## config.mk

```make
export PLATFORM = sky130hd
export DESIGN_NAME = lenet_layer_seq
export DESIGN_NICKNAME = d
export VERILOG_FILES = /design/src/rtl/lenet_layer_seq.sv
export SDC_FILE = /design/constraint.sdc
export NUM_CORES = 1
export LEC_CHECK = 0
export CAP_MARGIN = 30
export CELL_PAD_IN_SITES_DETAIL_PLACEMENT = 1
export CELL_PAD_IN_SITES_GLOBAL_PLACEMENT = 2
export CORE_MARGIN = 2
export CORE_UTILIZATION = 37
export DETAILED_ROUTE_END_ITERATION = 8
export PLACE_DENSITY = 0.93
export SKIP_LAST_GASP = 1
export SYNTH_ARGS = -nofsm -noshare
export SYNTH_HDL_FRONTEND = slang
export SYNTH_SLANG_ARGS = --single-unit
```

## constraint.sdc

```tcl
create_clock -name clk_i -period 8.8 [get_ports clk_i]
set_input_delay 2.2 -clock clk_i [delete_from_list [all_inputs] [get_ports clk_i]]
set_output_delay 2.2 -clock clk_i [all_outputs]
set_load 0.005 [all_outputs]
```

## src/rtl/lenet_layer_seq.sv

```systemverilog
// LeNet layer sequencer: paces c1..c5 settle/latch strobes,
// then scans the ten class scores for the signed argmax.
module lenet_layer_seq #(
  parameter int SETTLE_CYCLES = 2,
  parameter int OUTLEN        = 10,
  parameter int RES_W         = 64
) (
  input  logic             clk_i,
  input  logic             rst_i,
  input  logic             start_i,
  input  logic             abort_i,
  output logic             busy_o,
  output logic             done_o,
  output logic [4:0]       ld_o,
  output logic [2:0]       layer_o,
  output logic [3:0]       res_sel_o,
  input  logic [RES_W-1:0] res_data_i,
  output logic [3:0]       class_o,
  output logic             class_valid_o
);

  typedef enum logic [2:0] {
    S_IDLE,
    S_SETTLE,
    S_LATCH,
    S_SCAN,
    S_DONE
  } state_t;

  localparam logic [3:0] CNT_INIT = 4'(SETTLE_CYCLES - 1);
  localparam logic [3:0] LAST_IDX = 4'(OUTLEN - 1);

  state_t           state_q, state_d;
  logic [2:0]       layer_q, layer_d;
  logic [3:0]       cnt_q, cnt_d;
  logic [3:0]       idx_q, idx_d;
  logic [RES_W-1:0] max_q, max_d;
  logic [3:0]       arg_q, arg_d;
  logic [3:0]       class_q, class_d;
  logic             cv_q, cv_d;
  logic             take;

  always_ff @(posedge clk_i or posedge rst_i) begin
    if (rst_i) begin
      state_q <= S_IDLE;
      layer_q <= '0;
      cnt_q   <= '0;
      idx_q   <= '0;
      max_q   <= '0;
      arg_q   <= '0;
      class_q <= '0;
      cv_q    <= 1'b0;
    end else begin
      state_q <= state_d;
      layer_q <= layer_d;
      cnt_q   <= cnt_d;
      idx_q   <= idx_d;
      max_q   <= max_d;
      arg_q   <= arg_d;
      class_q <= class_d;
      cv_q    <= cv_d;
    end
  end

  // First score seeds the max; later ones replace it only if strictly greater.
  assign take = (idx_q == 4'd0) ||
                ($signed(res_data_i) > $signed(max_q));

  always_comb begin
    state_d = state_q;
    layer_d = layer_q;
    cnt_d   = cnt_q;
    idx_d   = idx_q;
    max_d   = max_q;
    arg_d   = arg_q;
    class_d = class_q;
    cv_d    = cv_q;
    unique case (state_q)
      S_IDLE: begin
        if (start_i && !abort_i) begin
          state_d = S_SETTLE;
          layer_d = '0;
          cnt_d   = CNT_INIT;
          class_d = '0;
          cv_d    = 1'b0;
        end
      end
      S_SETTLE: begin
        if (abort_i) begin
          state_d = S_IDLE;
          cv_d    = 1'b0;
        end else if (cnt_q == 4'd0) begin
          state_d = S_LATCH;
        end else begin
          cnt_d = cnt_q - 4'd1;
        end
      end
      S_LATCH: begin
        if (abort_i) begin
          state_d = S_IDLE;
          cv_d    = 1'b0;
        end else if (layer_q == 3'd4) begin
          state_d = S_SCAN;
          idx_d   = '0;
        end else begin
          state_d = S_SETTLE;
          layer_d = layer_q + 3'd1;
          cnt_d   = CNT_INIT;
        end
      end
      S_SCAN: begin
        if (abort_i) begin
          state_d = S_IDLE;
          cv_d    = 1'b0;
        end else begin
          if (take) begin
            max_d = res_data_i;
            arg_d = idx_q;
          end
          if (idx_q == LAST_IDX) begin
            state_d = S_DONE;
            class_d = take ? idx_q : arg_q;
            cv_d    = 1'b1;
          end else begin
            idx_d = idx_q + 4'd1;
          end
        end
      end
      S_DONE: begin
        state_d = S_IDLE;
        if (abort_i) cv_d = 1'b0;
      end
      default: state_d = S_IDLE;
    endcase
  end

  always_comb begin
    busy_o        = (state_q != S_IDLE);
    done_o        = (state_q == S_DONE) && !abort_i;
    ld_o          = '0;
    layer_o       = '0;
    res_sel_o     = '0;
    class_o       = class_q;
    class_valid_o = cv_q && !((state_q == S_DONE) && abort_i);
    if (state_q == S_LATCH && !abort_i)
      ld_o = 5'b00001 << layer_q;
    if (state_q == S_SETTLE || state_q == S_LATCH)
      layer_o = layer_q;
    if (state_q == S_SCAN && !abort_i)
      res_sel_o = idx_q;
  end

endmodule

```

==> results_tabular.tex <==
\begin{tabular}{lr}
\hline
Metric & Value \\
\hline
\multicolumn{2}{l}{\textbf{Placement}} \\
\quad Gpl congestion & around 0.75 \\
\quad DP Wirelength & 9830 um \\
\quad Port Buffer Count & between 80 and 90 \\
\quad Cell area after placement & 6480 um\^{}2 \\
\multicolumn{2}{l}{\textbf{Critical path}} \\
\quad Type of the worst setup path & primary input to output pin \\
\quad Arrival time reported for the critical path endpoint & about 4.2 ns \\
\quad Cells along the critical path & clkdlybuf4s50\_1 -> nor3\_1 -> nand2\_1 -> inv\_1 -> clkdlybuf4s50\_1 \\
\quad Crit path max-delay family & buffers and inverters \\
\quad Crit. path cell count & 5 \\
\quad Critical path destination & res\_sel\_o[3] \\
\quad Crit path top cell by count & clkdlybuf4s50\_1 \\
\quad Sum of buffers and inverters on the critical path & 3 \\
\quad Type of element capturing the critical path & output pin \\
\quad Critical path required time & 6.60 ns \\
\quad FF-to-FF path depth & 12 \\
\quad Slack of the worst reg-to-reg path & about 5.3 ns \\
\quad Highest cell delay on the worst timing path & 0.64 ns \\
\quad CP Launch Point & abort\_i \\
\quad Largest driver fanout on the critical path & 11 \\
\quad Startpoint class of the critical path & primary input \\
\quad Crit path max-delay cell type & nor3\_1 \\
\quad Terminus of the critical flop-to-flop path & max\_q[60] \\
\quad RR Startpoint & max\_q[46] \\
\multicolumn{2}{l}{\textbf{Layout}} \\
\quad Fin util & between 40\% and 50\% \\
\quad Layout cells sized above 1 & between 10 and 15\% \\
\quad Cell area after layout & around 6800 um\^{}2 \\
\quad Number of nets in the layout & between 700 and 800 \\
\quad Syn-to-layout area delta & 24.6\% \\
\quad Antenna diode count & 0 \\
\multicolumn{2}{l}{\textbf{Timing}} \\
\quad Period minus WS final & 6.44 ns \\
\quad Slew Viols, Final & 0 \\
\quad Slew headroom & between 50 and 60\% \\
\quad Crit share post-route & between 70\% and 80\% \\
\quad Tightest hold margin & $\sim$0.50 ns \\
\quad Total setup violations reported at the end of the flow & 0 \\
\quad Unrepaired setup endpoints after global routing & false \\
\quad Final Hold Violating Endpoints & 0 \\
\quad Final clock skew & around 0.0066 ns \\
\quad Setup total negative slack & 0 ns \\
\quad Highest clock frequency the design can meet & 155 MHz \\
\quad Actual transition at the worst max-transition pin & between 0.7 and 0.8 ns \\
\multicolumn{2}{l}{\textbf{Die}} \\
\quad Overall die height & roughly 130 um \\
\quad Effective utilization at floorplan & about 38\% \\
\quad X dimension of the die & 125 um \\
\quad Total Die Area & around 16000 um\^{}2 \\
\quad Standard cell core area & around 14000 um\^{}2 \\
\quad Site row count & 44 \\
\quad Total I/O pin count & 87 \\
\multicolumn{2}{l}{\textbf{Clocking}} \\
\quad Clock root buffer master & clkbuf\_16 \\
\quad Clock slew at the register clock pins of the worst setup and hold paths & 0.06 ns \\
\quad Number of levels the H-tree was split into & 3 \\
\quad CTS hold repair buffers & 0 \\
\quad Cells resized by post-CTS repair & 0 \\
\quad Max Root-Sink Buffers & 2 \\
\quad TritonCTS Sinks & 87 \\
\quad Clock tree from TritonCTS & done \\
\quad Clock insertion delay at the later pin of the skew report & 0.34 ns \\
\quad Post-CTS Setup Bufs & 0 \\
\quad Number of buffers added by the clock tree synthesis step & 9 \\
\multicolumn{2}{l}{\textbf{Power and ir drop}} \\
\quad LEAKAGE & between 3 and 4 nW \\
\quad Power density cells & around 260 nW/um\^{}2 \\
\quad Max IR drop VDD & slightly above 0.09 mV \\
\multicolumn{2}{l}{\textbf{Yosys}} \\
\quad Synth Register Bits & slightly below 90 \\
\quad Cell area after technology mapping & approximately 5400 um\^{}2 \\
\quad Total number of yosys warnings & 0 \\
\quad Fraction of registers with async set/reset & 100\% \\
\quad Dominant register cell in the synthesized netlist & dfrtp\_1 \\
\quad Count of different cell masters after synthesis & 52 \\
\quad Cells after synthesis & approximately 520 \\
\quad Net count after synthesis & 665 \\
\quad Sequential fraction of the synthesis area & roughly two fifths \\
\quad Number of enable-type register cells in the synthesized netlist & 0 \\
\quad Per-instance average area after synthesis & about 10 um\^{}2 \\
\multicolumn{2}{l}{\textbf{Global route}} \\
\quad GRT Util Overall & between 15 and 20\% \\
\quad Global-route wire length before repair & between 20000 and 25000 um \\
\quad Remaining global-route overflow & 0 \\
\quad Number of global-route vias before repair & approximately 4600 \\
\quad Number of antenna violations at the first check in global routing & 0 \\
\quad Maximum number of pins on one net before global-route repair & 54 \\
\multicolumn{2}{l}{\textbf{Flow run}} \\
\quad Max Cap Viol & 0 \\
\multicolumn{2}{l}{\textbf{Drt}} \\
\quad Number of vias after detailed routing & about 4100 \\
\quad Routed WL & roughly 13000 um \\
\quad Total DRC errors in the routed layout & 0 \\
\quad Antenna Violating Nets Remaining & 0 \\
\quad Routed wirelength normalized by instance count & approximately 16 um \\
\quad Via density per instance & around 5.2 \\
\quad Total iterations of the first detailed-routing run & 4 \\
\quad Drt first-iter violations & approximately 140 \\
\multicolumn{2}{l}{\textbf{Min path}} \\
\quad Min-Delay Path Class & register to register \\
\multicolumn{2}{l}{\textbf{Outcome}} \\
\quad Status & completed \\
\hline
\end{tabular}
-- power breakdown --
group	total, mW	internal, mW	switching, mW	leakage [nW]
Sequential	0.661	0.559	0.102	1.11
Combinational	0.689	0.355	0.334	1.87
Clock	0.414	0.255	0.158	0.149
Total	1.76	1.17	0.594	3.13
-- synth_stat cells (2+ instances only) --
master / instances / area [um^2]
dfrtp_1: 87 / 2180
inv_1: 81 / 304
ha_1: 74 / 926
mux2_2: 48 / 541
nand2_1: 39 / 146
a21oi_1: 33 / 165
nor2_1: 25 / 93.8
o21ai_0: 20 / 100
mux2_4: 18 / 270
nand3_1: 12 / 60.1
nand4_1: 12 / 75.1
nor3_1: 8 / 40.0
a21o_1: 5 / 37.5
buf_4: 4 / 30.0
clkbuf_1: 4 / 15.0
a211o_1: 3 / 26.3
a211oi_1: 3 / 22.5
and2_1: 3 / 18.8
nand3b_1: 3 / 22.5
a221oi_1: 2 / 17.5
and3_1: 2 / 12.5
buf_8: 2 / 30.0
nand2b_1: 2 / 12.5
o22ai_1: 2 / 12.5
o311ai_0: 2 / 17.5
or3_1: 2 / 12.5
xor2_1: 2 / 17.5
-- per-layer routing --
| layer | vias up | share of wire, % | global-route usage, % |
|---|---|---|---|
| met2 | 68 | 50 | 30.0 |
| met1 | 2061 | 45 | 22.2 |
| met5 | - | 0 | 0 |
| met3 | 17 | 3.0 | 2.91 |
| met4 | 0 | 2.0 | 6.73 |
| li1 | 1991 | - | - |
-- logic make-up after synthesis --
group                      count (synthesis)  share of synthesized area (%)
and+or+nand+nor                          117                           10.5
buffers and inverters                     92                           7.16
DFF                                       87                           40.0
AOI/OAI and AO/OA                         83                           9.81
adders and majority gates                 74                           17.0
muxes                                     67                           15.1
xor gates and xnor gates                   3                          0.482
-- final cells by class --
cell class | count | area [um^2]
multi-input combinational | 344 | 2880
timing repair buffer | 89 | 883
tap | 184 | 230
clock buffer | 12 | 246
inverter | 81 | 305
clock inverter | 3 | 67.6
sequential | 87 | 2180
fill | 1602 | 7690
-- worst min-delay path by stage --
stage                from    endpoint  slack, ns  cells after the start
2_1_floorplan    cnt_q[3]    cnt_q[3]       0.46                      1
3_3_place_gp     cnt_q[3]    cnt_q[3]       0.48                      1
3_5_place_dp   class_o[3]  class_o[3]       0.49                      1
4_1_cts        class_o[3]  class_o[3]       0.50                      1
5_1_grt        class_o[2]  class_o[2]       0.53                      1
6_report       class_o[3]  class_o[3]       0.50                      1
-- flip-flops by register name, indices dropped and copies added (netlist names) --
name / cells
max_q: 64
arg_q: 4
class_o: 4
cnt_q: 4
idx_q: 4
layer_q: 3
state_q: 3
cv_q: 1
-- stage by stage --
step,instances,setup WS [ns],total power [mW]
CTS,800,2.35,1.79
global route,800,2.26,1.92
detailed placement,785,2.35,1.36
finish,800,2.36,1.76
global placement,785,2.43,1.30
floorplan,523,3.62,1.15
-- placed cells by master (no fill, tap or decap), types with 2 or more instances in the layout --
master / synthesis / layout
dfrtp_1: 87 / 87
clkdlybuf4s50_1: 0 / 86
inv_1: 81 / 80
ha_1: 74 / 74
mux2_2: 48 / 48
nand2_1: 39 / 39
a21oi_1: 33 / 33
nor2_1: 25 / 25
o21ai_0: 20 / 20
mux2_4: 18 / 18
nand4_1: 12 / 12
nand3_1: 12 / 12
clkbuf_16: 0 / 9
nor3_1: 8 / 8
a21o_1: 5 / 5
a211oi_1: 3 / 3
a211o_1: 3 / 3
nand3b_1: 3 / 3
and2_1: 3 / 3
buf_4: 4 / 3
a221oi_1: 2 / 2
or3_1: 2 / 2
nand2b_1: 2 / 2
o22ai_1: 2 / 2
and3_1: 2 / 2
xor2_1: 2 / 2
o311ai_0: 2 / 2
bufinv_16: 0 / 2
clkbuf_1: 4 / 2
-- worst register-to-register path: cells and delay by family (launching register included) --
family / cells / cell delay, ns
flip-flops: 1 / 0.34
AND/OR/NAND/NOR: 4 / 1.15
adder cells (fa/ha/maj): 1 / 0.30
buffers and inverters: 2 / 0.50
multiplexers: 1 / 0.44
AO/OA/AOI/OAI: 4 / 0.70
Note: power is estimated with default switching activity, not from simulation.
